[src/rtl/axis_txc_pkg.sv]
// Shared constants, enums and the control-word layout helper for the TXC generator.
package axis_txc_pkg;

  localparam logic [31:0] TXC_FLAG = 32'hA000_0000;

  localparam int W_FLAG      = 0;
  localparam int W_CSUM_CTRL = 1;
  localparam int W_CSUM_OFS  = 2;
  localparam int W_CSUM_INIT = 3;
  localparam int W_LEN       = 4;

  typedef enum logic [1:0] {
    CSUM_NONE    = 2'd0,
    CSUM_PARTIAL = 2'd1,
    CSUM_FULL    = 2'd2
  } csum_mode_e;

  typedef enum logic [1:0] {
    IDLE     = 2'd0,
    SEND     = 2'd1,
    WAIT_END = 2'd2
  } txc_state_e;

  // Word contents for a given index; anything past the length word is zero padding.
  function automatic logic [31:0] ctrl_word(
    input int          idx,
    input csum_mode_e  mode,
    input logic [15:0] csum_begin,
    input logic [15:0] csum_insert,
    input logic [15:0] csum_init,
    input logic [31:0] len
  );
    logic [31:0] w;
    case (idx)
      W_FLAG:      w = TXC_FLAG;
      W_CSUM_CTRL: w = {30'b0, mode};
      W_CSUM_OFS:  w = {csum_insert, csum_begin};
      W_CSUM_INIT: w = {16'b0, csum_init};
      W_LEN:       w = len;
      default:     w = 32'b0;
    endcase
    return w;
  endfunction

endpackage

[src/rtl/axis_txc_len_fifo.sv]
// Synchronous first-word-fall-through FIFO holding frame byte lengths.
// A push arriving while full is dropped and latches a sticky overflow flag.
module axis_txc_len_fifo #(
  parameter int WIDTH = 12,
  parameter int DEPTH = 32
) (
  input  logic                     clk,
  input  logic                     rst_n,
  input  logic                     push,
  input  logic [WIDTH-1:0]         din,
  input  logic                     pop,
  output logic [WIDTH-1:0]         dout,
  output logic                     full,
  output logic                     empty,
  output logic [$clog2(DEPTH):0]   level,
  output logic                     ovf
);

  localparam int AW = $clog2(DEPTH);
  localparam int LW = AW + 1;

  logic [WIDTH-1:0] mem_q [DEPTH];
  logic [AW-1:0]    wr_ptr_q, wr_ptr_d;
  logic [AW-1:0]    rd_ptr_q, rd_ptr_d;
  logic [LW-1:0]    level_q, level_d;
  logic             ovf_q, ovf_d;
  logic             do_push;
  logic             do_pop;

  assign full  = (level_q == LW'(DEPTH));
  assign empty = (level_q == '0);
  assign level = level_q;
  assign ovf   = ovf_q;
  assign dout  = mem_q[rd_ptr_q];

  // Pointers wrap naturally because DEPTH is a power of two.
  always_comb begin
    do_push  = push && !full;
    do_pop   = pop && !empty;
    wr_ptr_d = wr_ptr_q + AW'(do_push);
    rd_ptr_d = rd_ptr_q + AW'(do_pop);
    level_d  = level_q + LW'(do_push) - LW'(do_pop);
    ovf_d    = ovf_q | (push & full);
  end

  always_ff @(posedge clk or negedge rst_n) begin
    if (!rst_n) begin
      wr_ptr_q <= '0;
      rd_ptr_q <= '0;
      level_q  <= '0;
      ovf_q    <= 1'b0;
    end else begin
      wr_ptr_q <= wr_ptr_d;
      rd_ptr_q <= rd_ptr_d;
      level_q  <= level_d;
      ovf_q    <= ovf_d;
    end
  end

  always_ff @(posedge clk) begin
    if (do_push) begin
      mem_q[wr_ptr_q] <= din;
    end
  end

endmodule

[src/rtl/axis_txc_gen.sv]
// AXI-Stream TXC control-packet generator: one control packet per TXD frame.
// Define TXC_LEN_FIFO_EN to build the length FIFO; otherwise len is all-ones.
module axis_txc_gen
  import axis_txc_pkg::*;
#(
  parameter int NUM_CTRL_WORDS = 6,
  parameter int LEN_W          = 12,
  parameter int LEN_FIFO_DEPTH = 32,
  parameter int TDATA_WIDTH    = 32
) (
  input  logic                              axis_aclk,
  input  logic                              axis_aresetn,
  input  logic                              m_axis_txd_tvalid,
  input  logic                              m_axis_txd_tready,
  input  logic                              m_axis_txd_tlast,
  input  logic [LEN_W-1:0]                  tx_pkt_byte_cnt,
  input  logic                              tx_pkt_byte_cnt_vld,
  input  logic [1:0]                        csum_mode,
  input  logic [15:0]                       csum_begin,
  input  logic [15:0]                       csum_insert,
  input  logic [15:0]                       csum_init,
  output logic                              m_axis_txc_tvalid,
  output logic [31:0]                       m_axis_txc_tdata,
  output logic [3:0]                        m_axis_txc_tkeep,
  output logic                              m_axis_txc_tlast,
  input  logic                              m_axis_txc_tready,
  output logic                              len_fifo_ovf,
  output logic [$clog2(LEN_FIFO_DEPTH):0]   len_fifo_level
);

  localparam int IDX_W = $clog2(NUM_CTRL_WORDS);
  localparam int LVL_W = $clog2(LEN_FIFO_DEPTH) + 1;
  localparam logic [IDX_W-1:0] LAST_IDX = IDX_W'(NUM_CTRL_WORDS - 1);

  if (TDATA_WIDTH != 32) begin : g_bad_tdata_width
    $error("axis_txc_gen: TDATA_WIDTH must be 32");
  end
  if (NUM_CTRL_WORDS < 5 || NUM_CTRL_WORDS > 16) begin : g_bad_num_words
    $error("axis_txc_gen: NUM_CTRL_WORDS must be 5..16");
  end
  if (LEN_W < 12 || LEN_W > 16) begin : g_bad_len_w
    $error("axis_txc_gen: LEN_W must be 12..16");
  end
  if (LEN_FIFO_DEPTH < 4 || LEN_FIFO_DEPTH > 256 ||
      (LEN_FIFO_DEPTH & (LEN_FIFO_DEPTH - 1)) != 0) begin : g_bad_depth
    $error("axis_txc_gen: LEN_FIFO_DEPTH must be a power of two in 4..256");
  end

  txc_state_e        state_q, state_d;
  logic [IDX_W-1:0]  idx_q, idx_d;
  logic              tvalid_q, tvalid_d;
  logic [31:0]       tdata_q, tdata_d;
  logic              tlast_q, tlast_d;
  csum_mode_e        mode_q, mode_d;
  logic [15:0]       begin_q, begin_d;
  logic [15:0]       insert_q, insert_d;
  logic [15:0]       init_q, init_d;
  logic [LEN_W-1:0]  len_q, len_d;
  logic              frame_end_q, frame_end_d;

  logic              fifo_empty;
  logic [LEN_W-1:0]  fifo_dout;
  logic              fifo_pop;
  logic [LVL_W-1:0]  fifo_level;
  logic              fifo_ovf;
  logic              txd_last_beat;
  logic [IDX_W-1:0]  next_idx;

`ifdef TXC_LEN_FIFO_EN
  logic fifo_full;
  logic unused_fifo_full;

  axis_txc_len_fifo #(
    .WIDTH (LEN_W),
    .DEPTH (LEN_FIFO_DEPTH)
  ) u_len_fifo (
    .clk   (axis_aclk),
    .rst_n (axis_aresetn),
    .push  (tx_pkt_byte_cnt_vld),
    .din   (tx_pkt_byte_cnt),
    .pop   (fifo_pop),
    .dout  (fifo_dout),
    .full  (fifo_full),
    .empty (fifo_empty),
    .level (fifo_level),
    .ovf   (fifo_ovf)
  );

  assign unused_fifo_full = fifo_full;
`else
  // Without the FIFO a length is always "available" and reads as all-ones.
  logic unused_fifo_inputs;

  assign fifo_empty         = 1'b0;
  assign fifo_dout          = {LEN_W{1'b1}};
  assign fifo_level         = '0;
  assign fifo_ovf           = 1'b0;
  assign unused_fifo_inputs = ^{tx_pkt_byte_cnt, tx_pkt_byte_cnt_vld, fifo_pop};
`endif

  assign txd_last_beat = m_axis_txd_tvalid & m_axis_txd_tready & m_axis_txd_tlast;
  assign next_idx      = idx_q + IDX_W'(1);

  always_comb begin
    state_d     = state_q;
    idx_d       = idx_q;
    tvalid_d    = tvalid_q;
    tdata_d     = tdata_q;
    tlast_d     = tlast_q;
    mode_d      = mode_q;
    begin_d     = begin_q;
    insert_d    = insert_q;
    init_d      = init_q;
    len_d       = len_q;
    frame_end_d = frame_end_q;
    fifo_pop    = 1'b0;

    case (state_q)
      IDLE: begin
        frame_end_d = 1'b0;
        if (m_axis_txd_tvalid && !fifo_empty) begin
          state_d  = SEND;
          idx_d    = '0;
          tvalid_d = 1'b1;
          tdata_d  = TXC_FLAG;
          tlast_d  = 1'b0;
          mode_d   = csum_mode_e'(csum_mode);
          begin_d  = csum_begin;
          insert_d = csum_insert;
          init_d   = csum_init;
          len_d    = fifo_dout;
        end
      end

      SEND: begin
        if (txd_last_beat) begin
          frame_end_d = 1'b1;
        end
        // Output registers only move on an accepted beat, keeping data stable under stall.
        if (tvalid_q && m_axis_txc_tready) begin
          if (idx_q == LAST_IDX) begin
            fifo_pop = 1'b1;
            tvalid_d = 1'b0;
            tlast_d  = 1'b0;
            tdata_d  = '0;
            idx_d    = '0;
            if (frame_end_q || txd_last_beat) begin
              state_d     = IDLE;
              frame_end_d = 1'b0;
            end else begin
              state_d = WAIT_END;
            end
          end else begin
            idx_d   = next_idx;
            tdata_d = ctrl_word(int'(next_idx), mode_q, begin_q, insert_q, init_q,
                                32'(len_q));
            tlast_d = (next_idx == LAST_IDX);
          end
        end
      end

      WAIT_END: begin
        if (txd_last_beat) begin
          state_d     = IDLE;
          frame_end_d = 1'b0;
        end
      end

      default: begin
        state_d = IDLE;
      end
    endcase
  end

  always_ff @(posedge axis_aclk or negedge axis_aresetn) begin
    if (!axis_aresetn) begin
      state_q     <= IDLE;
      idx_q       <= '0;
      tvalid_q    <= 1'b0;
      tdata_q     <= '0;
      tlast_q     <= 1'b0;
      mode_q      <= CSUM_NONE;
      begin_q     <= '0;
      insert_q    <= '0;
      init_q      <= '0;
      len_q       <= '0;
      frame_end_q <= 1'b0;
    end else begin
      state_q     <= state_d;
      idx_q       <= idx_d;
      tvalid_q    <= tvalid_d;
      tdata_q     <= tdata_d;
      tlast_q     <= tlast_d;
      mode_q      <= mode_d;
      begin_q     <= begin_d;
      insert_q    <= insert_d;
      init_q      <= init_d;
      len_q       <= len_d;
      frame_end_q <= frame_end_d;
    end
  end

  assign m_axis_txc_tvalid = tvalid_q;
  assign m_axis_txc_tdata  = tdata_q;
  assign m_axis_txc_tkeep  = 4'hF;
  assign m_axis_txc_tlast  = tlast_q;
  assign len_fifo_ovf      = fifo_ovf;
  assign len_fifo_level    = fifo_level;

endmodule

[config.mk]
export PLATFORM = sky130hd
export DESIGN_NAME = axis_txc_gen
export DESIGN_NICKNAME = d
export VERILOG_FILES = /design/src/rtl/axis_txc_pkg.sv /design/src/rtl/axis_txc_len_fifo.sv /design/src/rtl/axis_txc_gen.sv
export SDC_FILE = /design/constraint.sdc
export NUM_CORES = 1
export LEC_CHECK = 0
export ABC_AREA = 1
export CAP_MARGIN = 25
export CORE_MARGIN = 5
export CORE_UTILIZATION = 51
export DETAILED_ROUTE_END_ITERATION = 16
export PLACE_DENSITY = 0.91
export SKIP_CTS_REPAIR_TIMING = 1
export SYNTH_ARGS = -nofsm -noshare
export SYNTH_HDL_FRONTEND = slang
export SYNTH_HIERARCHICAL = 1
export SYNTH_SLANG_ARGS = --single-unit
[constraint.sdc]
create_clock -name axis_aclk -period 2.89 [get_ports axis_aclk]
set_input_delay 0.578 -clock axis_aclk [delete_from_list [all_inputs] [get_ports axis_aclk]]
set_output_delay 0.578 -clock axis_aclk [all_outputs]
set_load 0.05 [all_outputs]
# Word level (Yosys, flattened, before mapping)

Index checks and enable logic that the tools add are counted.

$add $sub $neg: 1
Equal/unequal tests: 12
Mux-type cells: 29
Bitwise logic cells: 2
Reductions and logical operators: 11

Operator list:

| cell                                                | count |
|---|---|
| one-hot mux 32 bit (5 select lines)                 | 1 |
| two-way mux 32 bit                                  | 3 |
| one-hot mux 32 bit (2 select lines)                 | 1 |
| two-way mux 1 bit                                   | 11 |
| two-way mux 2 bit                                   | 5 |
| equality test 3 bit, second input constant          | 3 |
| two-way mux 3 bit                                   | 3 |
| inequality test 2 bit, second input constant        | 4 |
| AND reduction 4 bit                                 | 2 |
| equality test 3 x 2 -> 1 bit, second input constant | 2 |
| one-hot mux 2 bit (3 select lines)                  | 1 |
| one-hot mux 3 bit (2 select lines)                  | 1 |
| one-hot mux 1 bit (2 select lines)                  | 2 |
| AND reduction 2 bit                                 | 2 |
| adder 3 x 1 -> 3 bit, second input constant         | 1 |
| equality test 3 x 1 -> 1 bit, second input constant | 1 |
| logical NOT 3 bit                                   | 1 |
| one-hot mux 1 bit (3 select lines)                  | 1 |
| AND reduction 3 bit                                 | 1 |
| nonzero test 3 bit                                  | 1 |
| AND 1 bit                                           | 2 |
| equality test 2 x 1 -> 1 bit, second input constant | 1 |
| equality test 2 bit, second input constant          | 1 |
| logical NOT 2 bit                                   | 1 |
| other kinds (3)                                     | 3 |

Register bits after elaboration: 91
Output and inout port bits: 45
Logic and storage cells: 66

# Depth between registers and ports, before layout

Word-level depth: 7
Mapped depth: 9

# Least setup slack after synthesis

OpenSTA, ideal clock, no wires.

Path kind: register to register
Start point: register tvalid_q (netlist: m_axis_txc_tvalid)
End point: register tdata_q[19] (netlist: m_axis_txc_tdata[19])
Library setup time: 74 ps
Arrival time: 1408 ps
Data required time: 2816 ps
Setup slack: 1408 ps
Stages on the path, launching flop included: 6
Period minus slack after synthesis: 1482 ps
Cells stage by stage: dfrtp_1 -> nand2_1 -> nor3_2 -> nand2_2 -> buf_6 -> o21ai_2

Cells in the longest elaborated chain, start to end: 3

Ends and longest elaborated chain:

| element                         | RTL line            | source |
|---|---|---|
| start: declaration              | axis_txc_gen.sv:51  | `logic tvalid_q, tvalid_d;` |
| start signal: assignment        | axis_txc_gen.sv:191 | `tvalid_q <= tvalid_d;` |
| logical AND 1 bit               | axis_txc_gen.sv:140 | `if (tvalid_q && m_axis_txc_tready) begin` |
| inequality test 2 bit (no line) | -                   |  |
| AND reduction 3 bit (no line)   | -                   |  |
| end signal: assignment          | axis_txc_gen.sv:192 | `tdata_q <= tdata_d;` |
| end: declaration                | axis_txc_gen.sv:52  | `logic [31:0] tdata_q, tdata_d;` |

No other way between the ends.
A chain may end at the register's enable or synchronous reset.

# Worst setup path after layout

Start point: register tdata_q[2] (netlist: m_axis_txc_tdata[2])
End point: output port m_axis_txc_tdata[2]

RTL lines:

| element          | RTL line           | source |
|---|---|---|
| end: declaration | axis_txc_gen.sv:23 | `output logic [31:0] m_axis_txc_tdata,` |

No word-level cell between the ends.

==> key figures <==
STA
  • Tcrit/Tclk final: 74.1%
  • Final Max Slew Viols: 0
  • Slew margin rel.: 62.1%
  • Post-layout min period: 2.14 ns
  • Setup Skew: 0.00943 ns
  • RSZ-0062 raised after global routing: no
  • Hold Slack: 0.259 ns
  • Final Hold Fails: 0
  • Setup TNS: 0 ns
  • Worst Tran Pin Value: 0.568 ns
  • Fmax: 467 MHz
  • Final setup vio count: 0

Route
  • DR iter-0 viols: 215
  • Routed WL: 8.73 mm
  • Via count: 3203
  • Detail Route Antenna Nets: 0
  • Wire per inst: 13.4 um
  • DRC viols: 0
  • DRT Pass-1 Iters: 5
  • Vias per cell: 4.93

Synthesis
  • Leading area contributor after synthesis: dfrtp_1
  • Cells after Synth: 458
  • Post-Synth Simple-Gate Area: 26.0%
  • Mapped cell area: 3920 um^2
  • Yosys cell types: 25
  • Synth Area in Adders: 0%
  • Largest family of logic cells by synthesized area: simple AND/OR/NAND/NOR gates
  • Sequential element share of the synthesized area: 58.1%
  • Synth area leaders: dfrtp_1, nand2_1, o21ai_0, buf_4, inv_1
  • Synth Area in XOR/XNOR: 0.223%
  • Complex-gate fraction of the synthesized area: 7.63%
  • Synth Register Bits: 91
  • Mux contribution to synthesized area: 0%
  • Mean area per synthesized cell: 8.56 um^2
  • Yosys warning count: 6
  • Yosys top cell area share: 58.1%

Global routing
  • Largest net degree at the start of global routing: 92
  • All-layer global routing usage: 18.8%
  • Initial antenna violation count: 0
  • Gr ovfl total: 0
  • First-pass GRT wire length: 14.6 mm
  • Number of global-route vias before repair: 3141

Floorplan
  • Core area: 7610 um^2
  • Initial Util: 51.5%
  • Die area: 9540 um^2
  • Die X: 97.7 um
  • # IOs: 114
  • Standard-cell row count: 32
  • DIE HEIGHT: 97.7 um

Critical path
  • Critical path cell sequence: clkdlybuf4s50_1
  • CP delay by family, top: buffers and inverters
  • Slowest Stage Delay on Critical Path: 0.83 ns
  • Worst path slowest cell: clkdlybuf4s50_1
  • CP bufs+invs: 1
  • Setup CP Type: register to output port
  • Worst Path Max Fanout: 2
  • Startpoint types: register
  • Worst EP required: 2.31 ns
  • CP endpoint kind: output port
  • CP arrival: 1.56 ns

Placement
  • HPWL after DPL: 6.34 mm
  • I/O Buffers: 89
  • Final Wtd Congestion: 0.899

Hold path
  • HP Class: primary input to asynchronous set/reset pin

Final layout
  • Nets@finish: 613
  • Area grow syn2layout: 28.6%
  • Finished Core Util: 66.3%
  • Ant. Diodes: 0
  • Most frequent cells in the layout: nand2_1, dfrtp_1, clkdlybuf4s50_1
  • Commonest non-fill, non-tap cell in the layout: nand2_1
  • Layout cells sized above 1: 8.03%

Clocking
  • Htree depth: 3
  • Reg clk slew, reported paths: 0.08 ns
  • Clock latency on the worst-skew pair: 0.35 ns
  • TritonCTS clock tree: built
  • Clock Path Buffers: 2
  • CTS buffer count: 9
  • Root Buffer: clkbuf_8
  • Sink Count: 91

Pwr
  • Worst IR Drop VDD: 0.404 mV
  • P_leak: 2.49 nW
  • PwrDens: 1140 nW/um^2

Flow run
  • Max Cap Violations: 0

Outcome
  • Status: finished clean
path summary, 6_finish.rpt:
kind,slack [ns],start,depth (start not counted),endpoint
setup / recovery,0.75,m_axis_txc_tdata[2],1,m_axis_txc_tdata[2]
hold / removal,0.26,axis_aresetn,2,m_axis_txc_tdata[17]
setup reg to reg,1.24,idx_q[2],5,m_axis_txc_tdata[30]
hold reg to reg,0.47,len_q[0],2,len_q[0]
max in group asynchronous,2.28,axis_aresetn,2,init_q[4]
min in group axis_aclk,0.47,len_q[0],2,len_q[0]
flip-flops by register name, summed over array words and instances (netlist names):
signal / flops
mode_q: 2
m_axis_txc_tlast: 1
insert_q: 16
begin_q: 16
state_q: 2
m_axis_txc_tvalid: 1
init_q: 16
frame_end_q: 1
len_q: 1
idx_q: 3
m_axis_txc_tdata: 32
cell type report:
| class | instances | area, um^2 |
|---|---|---|
| fill | 609 | 2560 |
| inverter | 33 | 129 |
| multi-input combinational | 316 | 1370 |
| timing repair buffer | 93 | 931 |
| clock buffer | 11 | 131 |
| sequential | 91 | 2280 |
| clock inverter | 4 | 76.3 |
| tap | 102 | 128 |
stage by stage:
step	std cells	cell area (um^2)	worst slack (ns)	power, W
after floorplan	467	3960	1.41	0.00403
after global placement	635	4830	0.814	0.00476
after detailed placement	635	4830	0.700	0.00487
after CTS	650	5040	0.734	0.00578
after global routing	650	5040	0.702	0.00611
final	650	5040	0.749	0.00573
power by group:
group,total [W],switching [W],internal (W)
clock,0.000890,0.000406,0.000485
combinational,0.00267,0.00183,0.000842
sequential,0.00217,0.000317,0.00185
cell families after synthesis:
| family | after synthesis |
|---|---|
| AO/OA/AOI/OAI | 49 |
| XOR/XNOR | 1 |
| buffers and inverters | 60 |
| flip-flops | 91 |
| other | 2 |
| AND/OR/NAND/NOR | 255 |
worst reg2reg max path, stage by stage (launching register included):
cell and delay, ns:
dfrtp_1 0.51, inv_4 0.15, nand3_2 0.13, inv_4 0.20, nand2_2 0.28, o21ai_0 0.29
per-layer routing:
metal | track usage (%) | part of all wire [%] | vias up
li1 | - | - | 1560
met2 | 30.4 | 48 | 106
met3 | 4.31 | 5.4 | 14
met1 | 25.2 | 45 | 1523
met5 | 0 | 0 | -
met4 | 6.07 | 1.7 | 0
cell usage after synthesis:
| library cell | number |
|---|---|
| o21ai_0 | 29 |
| o21ai_2 | 10 |
| a21oi_4 | 1 |
| buf_2 | 2 |
| xor2_1 | 1 |
| a21oi_1 | 3 |
| nor2_1 | 12 |
| buf_6 | 3 |
| dfrtp_1 | 91 |
| nand2_1 | 216 |
| nand3_1 | 19 |
| clkbuf_1 | 8 |
| nor2_4 | 1 |
| o21ai_1 | 4 |
| inv_1 | 26 |
| nand3_2 | 2 |
| nor3_2 | 2 |
| nand2_2 | 2 |
| a21boi_0 | 1 |
| nor2_2 | 1 |
| o21bai_1 | 1 |
| buf_4 | 14 |
| inv_4 | 2 |
| conb_1 | 2 |
| inv_2 | 5 |
Power figures use the tool's default switching activity.
